[config.mk]
export PLATFORM = sky130hd
export DESIGN_NAME = ir_frame_assembler
export DESIGN_NICKNAME = d
export VERILOG_FILES = /design/src/rtl/ir_frame_assembler.sv
export SDC_FILE = /design/constraint.sdc
export NUM_CORES = 1
export LEC_CHECK = 0
export ABC_AREA = 1
export CORE_ASPECT_RATIO = 0.7
export CORE_MARGIN = 4
export CORE_UTILIZATION = 62
export DETAILED_ROUTE_END_ITERATION = 10
export PLACE_DENSITY = 0.79
export SYNTH_ARGS = -nofsm -noshare
export SYNTH_HDL_FRONTEND = slang
export SYNTH_SLANG_ARGS = --single-unit
[constraint.sdc]
create_clock -name clk -period 4.73 [get_ports clk]
set_input_delay 0.946 -clock clk [delete_from_list [all_inputs] [get_ports clk]]
set_output_delay 0.946 -clock clk [all_outputs]
set_load 0.05 [all_outputs]
[src/rtl/ir_frame_assembler.sv]
// ir_frame_assembler: packs decoded IR symbols LSB-first into a one-frame byte
// buffer, verifies the trailing checksum on STOP and streams good frames out.
// Latency: CHECK is one cycle after STOP; the first dvalid comes one cycle into
// DRAIN, and each accepted byte is followed by at least one idle cycle.
// Backpressure: dout/dvalid hold while dready is low. Symbols arriving during
// CHECK or DRAIN are discarded and flagged on 'dropped'.
// Ports:
//   clk, reset            - clock, asynchronous active-low reset
//   valid, code           - symbol strobe and symbol (00 STOP, 01 START, 10 ZERO, 11 ONE)
//   dout, dvalid, dready  - output byte stream
//   nbytes                - byte count of the current or last frame
//   frame_ok, frame_err   - frame result pulses
//   dropped               - symbol discarded while CHECK/DRAIN
//   busy                  - high whenever not IDLE
module ir_frame_assembler #(
  parameter int MAXBYTES = 32,
  parameter int AW       = 5
) (
  input  logic          clk,
  input  logic          reset,
  input  logic          valid,
  input  logic [1:0]    code,
  output logic [7:0]    dout,
  output logic          dvalid,
  input  logic          dready,
  output logic [AW:0]   nbytes,
  output logic          frame_ok,
  output logic          frame_err,
  output logic          dropped,
  output logic          busy
);

  localparam logic [1:0]  SYM_STOP  = 2'b00;
  localparam logic [1:0]  SYM_START = 2'b01;
  localparam logic [AW:0] MAX_N     = (AW+1)'(MAXBYTES);

  typedef enum logic [1:0] {IDLE, COLLECT, CHECK, DRAIN} state_t;

  state_t         state;
  logic [2:0]     bitcnt;
  logic [7:0]     shreg;
  logic [AW-1:0]  wptr;
  logic [AW-1:0]  rptr;
  logic [7:0]     sum;
  logic [7:0]     last;
  logic           overflow;
  logic [7:0]     mem [MAXBYTES];

  logic [7:0]     byte_asm;
  logic           byte_wr;
  logic           check_ok;

  always_comb begin
    // Shift register with the incoming bit already merged in; on the 8th bit
    // this is the completed byte.
    byte_asm         = shreg;
    byte_asm[bitcnt] = code[0];
    byte_wr  = (state == COLLECT) && valid && code[1] && (bitcnt == 3'd7) && (nbytes != MAX_N);
    // Trailing checksum: sum of all bytes minus the last equals the last,
    // i.e. total sum == 2*last (mod 256). 'last' mirrors mem[nbytes-1].
    check_ok = (nbytes >= (AW+1)'(2)) && (bitcnt == 3'd0) && !overflow &&
               (sum == {last[6:0], 1'b0});
  end

  // Buffer contents need no reset.
  always_ff @(posedge clk) begin
    if (byte_wr) mem[wptr] <= byte_asm;
  end

  always_ff @(posedge clk or negedge reset) begin
    if (!reset) begin
      state     <= IDLE;
      bitcnt    <= '0;
      shreg     <= '0;
      wptr      <= '0;
      rptr      <= '0;
      sum       <= '0;
      last      <= '0;
      overflow  <= 1'b0;
      dout      <= '0;
      dvalid    <= 1'b0;
      nbytes    <= '0;
      frame_ok  <= 1'b0;
      frame_err <= 1'b0;
      dropped   <= 1'b0;
      busy      <= 1'b0;
    end else begin
      frame_ok  <= 1'b0;
      frame_err <= 1'b0;
      dropped   <= 1'b0;
      case (state)
        IDLE, COLLECT: begin
          if (valid) begin
            if (code == SYM_START) begin
              // START inside a frame abandons it and restarts collection.
              if (state == COLLECT) frame_err <= 1'b1;
              state    <= COLLECT;
              busy     <= 1'b1;
              bitcnt   <= '0;
              wptr     <= '0;
              sum      <= '0;
              overflow <= 1'b0;
              nbytes   <= '0;
            end else if (state == COLLECT) begin
              if (code == SYM_STOP) begin
                state <= CHECK;
              end else begin
                shreg  <= byte_asm;
                bitcnt <= bitcnt + 3'd1;
                if (bitcnt == 3'd7) begin
                  if (nbytes == MAX_N) begin
                    overflow <= 1'b1;
                  end else begin
                    wptr   <= wptr + 1'b1;
                    nbytes <= nbytes + 1'b1;
                    sum    <= sum + byte_asm;
                    last   <= byte_asm;
                  end
                end
              end
            end
          end
        end
        CHECK: begin
          dropped <= valid;
          if (check_ok) begin
            state  <= DRAIN;
            rptr   <= '0;
            dvalid <= 1'b0;
          end else begin
            frame_err <= 1'b1;
            state     <= IDLE;
            busy      <= 1'b0;
          end
        end
        DRAIN: begin
          dropped <= valid;
          if (dvalid) begin
            if (dready) begin
              dvalid <= 1'b0;
              if ({1'b0, rptr} == nbytes - (AW+1)'(1)) begin
                frame_ok <= 1'b1;
                state    <= IDLE;
                busy     <= 1'b0;
              end else begin
                rptr <= rptr + 1'b1;
              end
            end
          end else begin
            // Registered read: the byte appears the cycle after the fetch.
            dout   <= mem[rptr];
            dvalid <= 1'b1;
          end
        end
        default: state <= IDLE;
      endcase
    end
  end

endmodule

* Yosys cells after proc, flatten, opt, wreduce, memory -nomap -nowiden
Memory sizes are Yosys's and may differ from the RTL's. A register that Yosys moved wholly into a read port is not among the register bits.
Cells that the tools add are included.
** Storage, ports and cells
- Bits in registers :: 50
- Bits in writable memories :: 256
- Input port bits :: 6
- Memories :: 1
** Memory list
- mem :: depth 32, bits a word 8, read ports 1, clocked after memory_dff 1, write ports 1, RTL line 47 : logic [7:0] mem [MAXBYTES];
** Cells by class
- $add $sub $neg :: 6
- $lt $le $gt $ge :: 3
- Eq/ne operators :: 21
- Multiplexer cells :: 63
- Bitwise operators :: 4
- Reductions and logical operators :: 29
** Operators with widths (number)
- 2-to-1 mux 5 bit :: 9
- 2-to-1 mux 8 bit :: 5
- 2-to-1 mux 6 bit :: 5
- 2-to-1 mux 1 bit :: 26
- AND reduction 6 bit :: 4
- != test 2 bit, second input constant :: 10
- 2-to-1 mux 2 bit :: 8
- adder 5 x 1 -> 5 bit, second input constant :: 2
- case mux 5 bit (2 select lines) :: 1
- AND reduction 5 bit :: 2
- 2-to-1 mux 3 bit :: 3
- adder 8 bit :: 1
- bitwise mux 8 bit :: 1
- == test 8 bit :: 1
- logical AND 1 bit :: 8
- nonzero test 2 bit :: 4
- AND reduction 7 bit :: 1
- adder 6 x 1 -> 6 bit, second input constant :: 1
- == test 5 x 6 -> 1 bit :: 1
- == test 6 bit, second input constant :: 1
- >= comparator 6 x 2 -> 1 bit, second input constant :: 1
- != test 3 bit, second input constant :: 2
- != test 6 bit, second input constant :: 1
- case mux 2 bit (3 select lines) :: 1
- other kinds (17) :: 27

* Logic depth before layout (Yosys ltp)
Gate-level depths: netlist (run 1).
- Depth after elaboration :: 11
- Depth in mapped cells :: 14
- Gate-level depth less buffers :: 14

* Worst setup path before layout (run 1)
No wires, ideal clock.
- Kind :: input -> register
- Start :: input code[0]
- End :: register sum[6]
- Arrival :: 3.655 ns
- Required time :: 4.604 ns
- Setup slack :: 0.949 ns
- Stages :: 10
- Buffers on the path :: 0
- Cell sequence :: inv_1 -> o21ai_0 -> ha_1 -> a21oi_1 -> nand2_1 -> nand2_1 -> nand2_1 -> a21oi_1 -> xor2_1 -> o21ai_0
** Between the ends
- Word-level cells in the longest chain between the ends :: 7
- Elaborated cells on any way between the ends :: 14
- Classes of those cells :: add/sub (1); eq/ne (3); mux (6); reduce/logical (4)
** Ends and longest elaborated chain
- start: declaration :: RTL line 22 : input logic [1:0] code,
- bitwise mux 8 bit :: RTL line 57 : byte_asm[bitcnt] = code[0];
- named net byte_asm[3] :: RTL line 49 : logic [7:0] byte_asm;
- adder 8 bit :: RTL line 116 : sum <= sum + byte_asm;
- 2-to-1 mux 8 bit :: RTL line 111 : if (nbytes == MAX_N) begin
- 2-to-1 mux 8 bit :: RTL line 110 : if (bitcnt == 3'd7) begin
- 2-to-1 mux 8 bit :: RTL line 105 : if (code == SYM_STOP) begin
- 2-to-1 mux 8 bit :: RTL line 104 : end else if (state == COLLECT) begin
- 2-to-1 mux 8 bit :: RTL line 94 : if (code == SYM_START) begin
- end signal: assignment :: RTL line 116
- end: declaration :: RTL line 44 : logic [7:0] sum;
The timed path passes the listed nets, and every way through them passes these cells. The select of a mux whose other input is x is not followed.
A chain may end at the register's enable or synchronous reset.

* Worst setup path after layout (run 1)
- Start :: input code[1]
- End :: memory mem[27][3], enable pin
** Between the ends
- Word-level cells in the longest chain between the ends :: 5
** Ends and longest elaborated chain
- logical AND 1 bit (3 in series) :: RTL line 58 : byte_wr = (state == COLLECT) && valid && code[1] && (bitcnt == 3'd7) && (nbytes != MAX_N);
- 2-to-1 mux 1 bit :: RTL line 67 : if (byte_wr) mem[wptr] <= byte_asm;
- 2-to-1 mux 1 bit (not written as such) :: RTL line 67
- end: declaration :: RTL line 47
Every way passes these cells.

==> results of run 1 <==
-- sequential cells by signal (all words and copies together), names as in the netlist --
| name | flops |
|---|---|
| frame_ok | 1 |
| shreg | 8 |
| sum | 8 |
| frame_err | 1 |
| dvalid | 1 |
| last | 7 |
| wptr | 5 |
| dout | 8 |
| state | 2 |
| dropped | 1 |
| busy | 1 |
| nbytes | 6 |
| overflow | 1 |
| bitcnt | 3 |
| rptr | 5 |
| mem | 256 |
-- report_power, final --
group          internal (mW)  switching [mW]
Sequential              3.51           0.228
Clock                   1.44           0.994
Combinational          0.634            1.67
-- final cells by class --
class / instances / area, um2 / area share
sequential: 314 / 9143 / 0.6065
multi-input combinational: 839 / 4015 / 0.2664
clock buffer: 37 / 785.8 / 0.05213
timing repair buffer: 41 / 362.8 / 0.02407
tap: 282 / 352.8 / 0.02341
inverter: 56 / 211.5 / 0.01403
clock inverter: 15 / 202.7 / 0.01345
-- kinds of logic (layout without fill, tap and decap cells) --
family / Yosys count / after routing / share of synthesized area
flip-flops: 314 / 314 / 0.6714
buffers and inverters: 115 / 149 / 0.03631
AND/OR/NAND/NOR: 564 / 564 / 0.1671
XOR/XNOR: 12 / 12 / 0.007722
AO/OA/AOI/OAI: 243 / 243 / 0.09846
adder cells (fa/ha/maj): 20 / 20 / 0.01894
-- worst reg2reg max path, cell delays in order (launching register included) --
cell      delay [ps]
dfrtp_1          430
clkinv_1         290
ha_1             320
nand4_1          150
inv_1             70
a21oi_2          140
inv_2             80
nor2_8           260
nand2_1          430
nor2_1           730
-- through the flow --
step                      instance area, um2  power [mW]  setup WS [ps]  cells
after floorplan                        13610       5.208          949.5   1268
after global placement                 14080       5.964          947.7   1532
after detailed placement               14080       6.041          857.1   1532
after CTS                              15070       8.449           1427   1584
after global routing                   15070       8.823           1236   1584
final                                  15070       8.481           1363   1584
-- metal layers --
metal,routed length [um],track usage
met4,944,0.07702
met1,14120,0.4248
met3,4057,0.07170
met2,15280,0.4087
met5,7,0
-- placed cells by master (no fill, tap or decap), types with 23 or more instances in the layout --
cell type and n:
edfxtp_1 256, nor2_1 234, nand2_1 233, o21ai_0 152, nand3_1 80, dfrtp_1 57
inv_1 45, clkbuf_16 29, o22ai_1 28, o211ai_1 25, clkdlybuf4s50_1 23
-- worst paths after layout --
kind                       startpoint          to
min reg2reg                  shreg[7]    shreg[7]
min                             reset     dout[6]
max                           code[1]  mem[27][3]
max in group asynchronous       reset      sum[6]
min in group clk             shreg[7]    shreg[7]
max reg2reg                 nbytes[0]  mem[27][3]
==> metrics.csv, run 1 <==
metric,value,unit
Worst-path clk slew,70,ps
Starting Density,0.6295,
sequential area share after synthesis,0.6714,
Min-Delay Path Class,input pin to asynchronous set/reset pin,
DR vias,9788,
I/O pins,25,
"Hold-fix buffers, CTS",0,
NumNets Final,1306,
Crit path max-delay family,simple AND/OR/NAND/NOR gates,
Clock Tree Buf Depth,3,
max-slew violation count,0,
Area Growth Syn to Fin,10.75,%
Reg2Reg Depth,9,
critical path class,input pin to flop,
num rows,45,
Synth top cells by count,"edfxtp_1 (256), nor2_1 (234), nand2_1 (233)",
placer congestion estimate,0.9339,
"FFs w/ async S/R, synth",0.1847,
n_diodes,0,
Leakage,5.647,nW
CP Buf/Inv Count,3,
Peak VDD IR,0.3866,mV
Buffers on Ports,24,
initial drt markers,1531,
chip height,132.0,um
DRC,0,
status,"complete, no violations",
Worst-Margin Slew,973.6,ps
Layout Skew,14.17,ps
MaxCap Viol Count,0,
final worst-path cycle share,0.7118,
Finish-stage setup viols,0,
total die area,24420,um2
max incr delay on CP,730,ps
antenna violations before repair,1,
Num Clock Sinks,314,
Yosys cell types,36,
post-route antenna net violation count,0,
crit path capture type,flop,
"most used cell, CP",nand2_1,
flop2flop setup slack,1460,ps
htree depth,1,
critical path startpoint category,input pin,
average size of a mapped cell,10.73,um2
final core utilization,0.6972,
relative slew slack,0.3510,
Pre-antenna DRT Iters,6,
"top cells by area, synth","edfxtp_1 (56%), dfrtp_1 (11%), nor2_1 (6.5%)",
Hold Slack,341.4,ps
die width,185.1,um
# fillers,1527,
Cell Pwr Density,562.6,nW/um2
WL final,34410,um
global-route wire length before repair,52720,um
CP max FO,19,
CP Cell Sequence,clkdlybuf4s50_1 > inv_2 > nand2_2 > nand2_1 > nand2_1 > a21oi_2 > inv_2 > nor2_8 > nand2_1 > nor2_1,
Yosys top cell area share,0.5648,
drt via density,6.179,
gr usage total,0.2800,
Syn. warnings,0,
Post-Synthesis Cells,1268,
#FFs+latches synth,314,
root buffer cell,clkbuf_16,
syn nets,1294,
Yosys top cell by area,edfxtp_1,
final hold vios,0,
number of gates resized after CTS,0,
grt ovf,0,
"EDFF count, synth",256,
largest net degree at the start of global routing,99,
post-detail-place hpwl,21040,um
TritonCTS buffer count,28,
TritonCTS clock tree,built,
layout cells sized above 1,0.06452,
number of global-route vias before repair,9268,
Fin Setup TNS,0,ps
Max Fclk,297.0,MHz
drt wl/cell,21.72,um
Worst-Skew Late Latency,540,ps
"count leader, synth",edfxtp_1,
CP max-delay cell,nor2_1,
Core Box Area,21620,um2
Post-Syn Area,13610,um2
CP Depth,10,
setup bufs post-CTS,0,
CP arrival,3530,ps
Period minus WS final,3367,ps
worst path required time,4900,ps
Synth Flop Type,edfxtp_1,
RSZ-0062 raised after global routing,no,
No activity file was read; power rests on OpenSTA's default activity.
==> run 2, diff against run 1 <==
==> constraint.sdc (replaced) <==
create_clock -name clk -period 3.1 [get_ports clk]
set_input_delay 0.62 -clock clk [delete_from_list [all_inputs] [get_ports clk]]
set_output_delay 0.62 -clock clk [all_outputs]
set_load 0.05 [all_outputs]
==> metrics.csv, run 2 (synthesized netlist as in run 1, its figures left out) <==
metric,value,unit,change
chip height,132.0,um,unchanged
critical path class,flop to output pin,,was input pin to flop
Area Growth Syn to Fin,14.02,%,was 10.75%
relative slew slack,0.3236,,was 0.3510
DRC,0,,unchanged
Worst-path clk slew,70,ps,about the same
TritonCTS clock tree,built,,unchanged
crit path capture type,output pin,,was flop
dpl ws,196.9,ps,was 857.1 ps
DR vias,10006,,was 9788
"commonest non-fill, non-tap cell in the layout",edfxtp_1,,unchanged
number of gates resized after CTS,0,,unchanged
Min-Delay Path Class,input pin to asynchronous set/reset pin,,unchanged
post-route antenna net violation count,0,,unchanged
Starting Density,0.6295,,unchanged
Finish-stage setup viols,0,,unchanged
I/O pins,25,,unchanged
Pwr Total,13.19,mW,was 8.481 mW
die width,185.1,um,unchanged
Peak VDD IR,0.6740,mV,was 0.3866 mV
final hold vios,0,,unchanged
Top reg by flops,mem,,unchanged
Core Box Area,21620,um2,unchanged
status,"complete, no violations",,unchanged
"commonest non-fill, non-tap cells in the layout","edfxtp_1 (256), nor2_1 (234), nand2_1 (233), o21ai_0 (152), nand3_1 (80)",,unchanged
Largest register FFs,256,,unchanged
WL final,35180,um,was 34410 um
Period minus WS final,2603,ps,
placer congestion estimate,0.9412,,was 0.9339
CP arrival,1980,ps,was 3530 ps
largest net degree at the start of global routing,114,,was 99
CP max-delay cell,clkdlybuf4s50_1,,was nor2_1
global-route wire length before repair,53840,um,was 52720 um
setup bufs post-CTS,0,,unchanged
grt ovf,0,,unchanged
RSZ-0062 raised after global routing,no,,unchanged
total die area,24420,um2,unchanged
NumNets Final,1356,,was 1306
Clock Tree Buf Depth,3,,unchanged
max-slew violation count,0,,unchanged
critical path startpoint category,flop,,was input pin
Cell Pwr Density,849.7,nW/um2,was 562.6 nW/um2
CP Buf/Inv Count,1,,was 3
Worst-Skew Late Latency,540,ps,about the same
drt wl/cell,21.53,um,was 21.72 um
CP max FO,9,,was 19
Worst-Margin Slew,1015,ps,was 973.6 ps
Crit path max-delay family,buffers and inverters,,was simple AND/OR/NAND/NOR gates
TritonCTS buffer count,29,,was 28
worst path required time,2480,ps,was 4900 ps
number of global-route vias before repair,9672,,was 9268
initial drt markers,1355,,was 1531
antenna violations before repair,0,,was 1
root buffer cell,clkbuf_16,,unchanged
Pre-antenna DRT Iters,6,,unchanged
max incr delay on CP,900,ps,was 730 ps
layout cells sized above 1,0.09985,,was 0.06452
setup ws final,497.4,ps,was 1363 ps
Num Clock Sinks,314,,unchanged
CP Cell Sequence,clkdlybuf4s50_1,,was clkdlybuf4s50_1 > inv_2 > nand2_2 > nand2_1 > nand2_1 > a21oi_2 > inv_2 > nor2_8 > nand2_1 > nor2_1
MaxCap Viol Count,0,,unchanged
drt via density,6.124,,was 6.179
htree depth,1,,unchanged
Leakage,5.954,nW,was 5.647 nW
Max Fclk,384.2,MHz,
gr usage total,0.2870,,was 0.2800
Buffers on Ports,24,,unchanged
Layout Skew,10.70,ps,was 14.17 ps
final worst-path cycle share,0.8396,,
"Hold-fix buffers, CTS",0,,unchanged
post-detail-place hpwl,21590,um,was 21040 um
Hold Slack,248.8,ps,was 341.4 ps
n_diodes,0,,unchanged
num rows,45,,unchanged
-- run 2: changes by cell type in the layout (fill, tap and decap cells not counted), sizes merged --
cell and delta:
clkbuf -1, clkinv +3, clkinvlp -3, buf +49, bufinv +2
-- run 2: report_power, final --
| part | leakage (nW) | internal, mW | switching (mW) |
|---|---|---|---|
| Sequential | 3.10 | 5.36 | 0.323 |
| Clock | 0.509 | 2.34 | 1.52 |
| Combinational | 2.35 | 1.01 | 2.63 |
-- run 2: final timing paths --
check,from,end,slack (ps),depth (start not counted)
setup / recovery,nbytes[4],nbytes[4],500,1
hold / removal,reset,dout[3],250,1
setup reg to reg,bitcnt[2],sum[6],520,14
hold reg to reg,dout[5],dout[5],480,2
max in group asynchronous,reset,sum[1],2100,2
min in group clk,dout[5],dout[5],480,2
-- run 2: stage by stage --
step | TNS, ps | cell area [um2] | instances | util
after floorplan | -145.9 | 13610 | 1268 | -
after global placement | 0 | 14490 | 1581 | 0.6702
after detailed placement | 0 | 14490 | 1581 | 0.6702
after CTS | 0 | 15520 | 1634 | 0.7178
after global routing | 0 | 15520 | 1634 | 0.7178
final | 0 | 15520 | 1634 | 0.7178
-- run 2: cell type report --
type | count | area (um2)
Multi-Input combinational cell | 839 | 4015
Timing Repair Buffer | 90 | 768.2
Inverter | 56 | 211.5
Tap cell | 282 | 352.8
Sequential cell | 314 | 9143
Clock buffer | 36 | 772.0
Fill cell | 1494 | 6102
Clock inverter | 17 | 256.5
-- run 2: per-layer routing --
layer | up-vias | track usage | part of all wire
met5 | - | 0 | 0
met4 | 0 | 0.07702 | 0.022
met3 | 70 | 0.06150 | 0.12
met2 | 583 | 0.4283 | 0.45
met1 | 4813 | 0.4360 | 0.41
li1 | 4540 | - | -
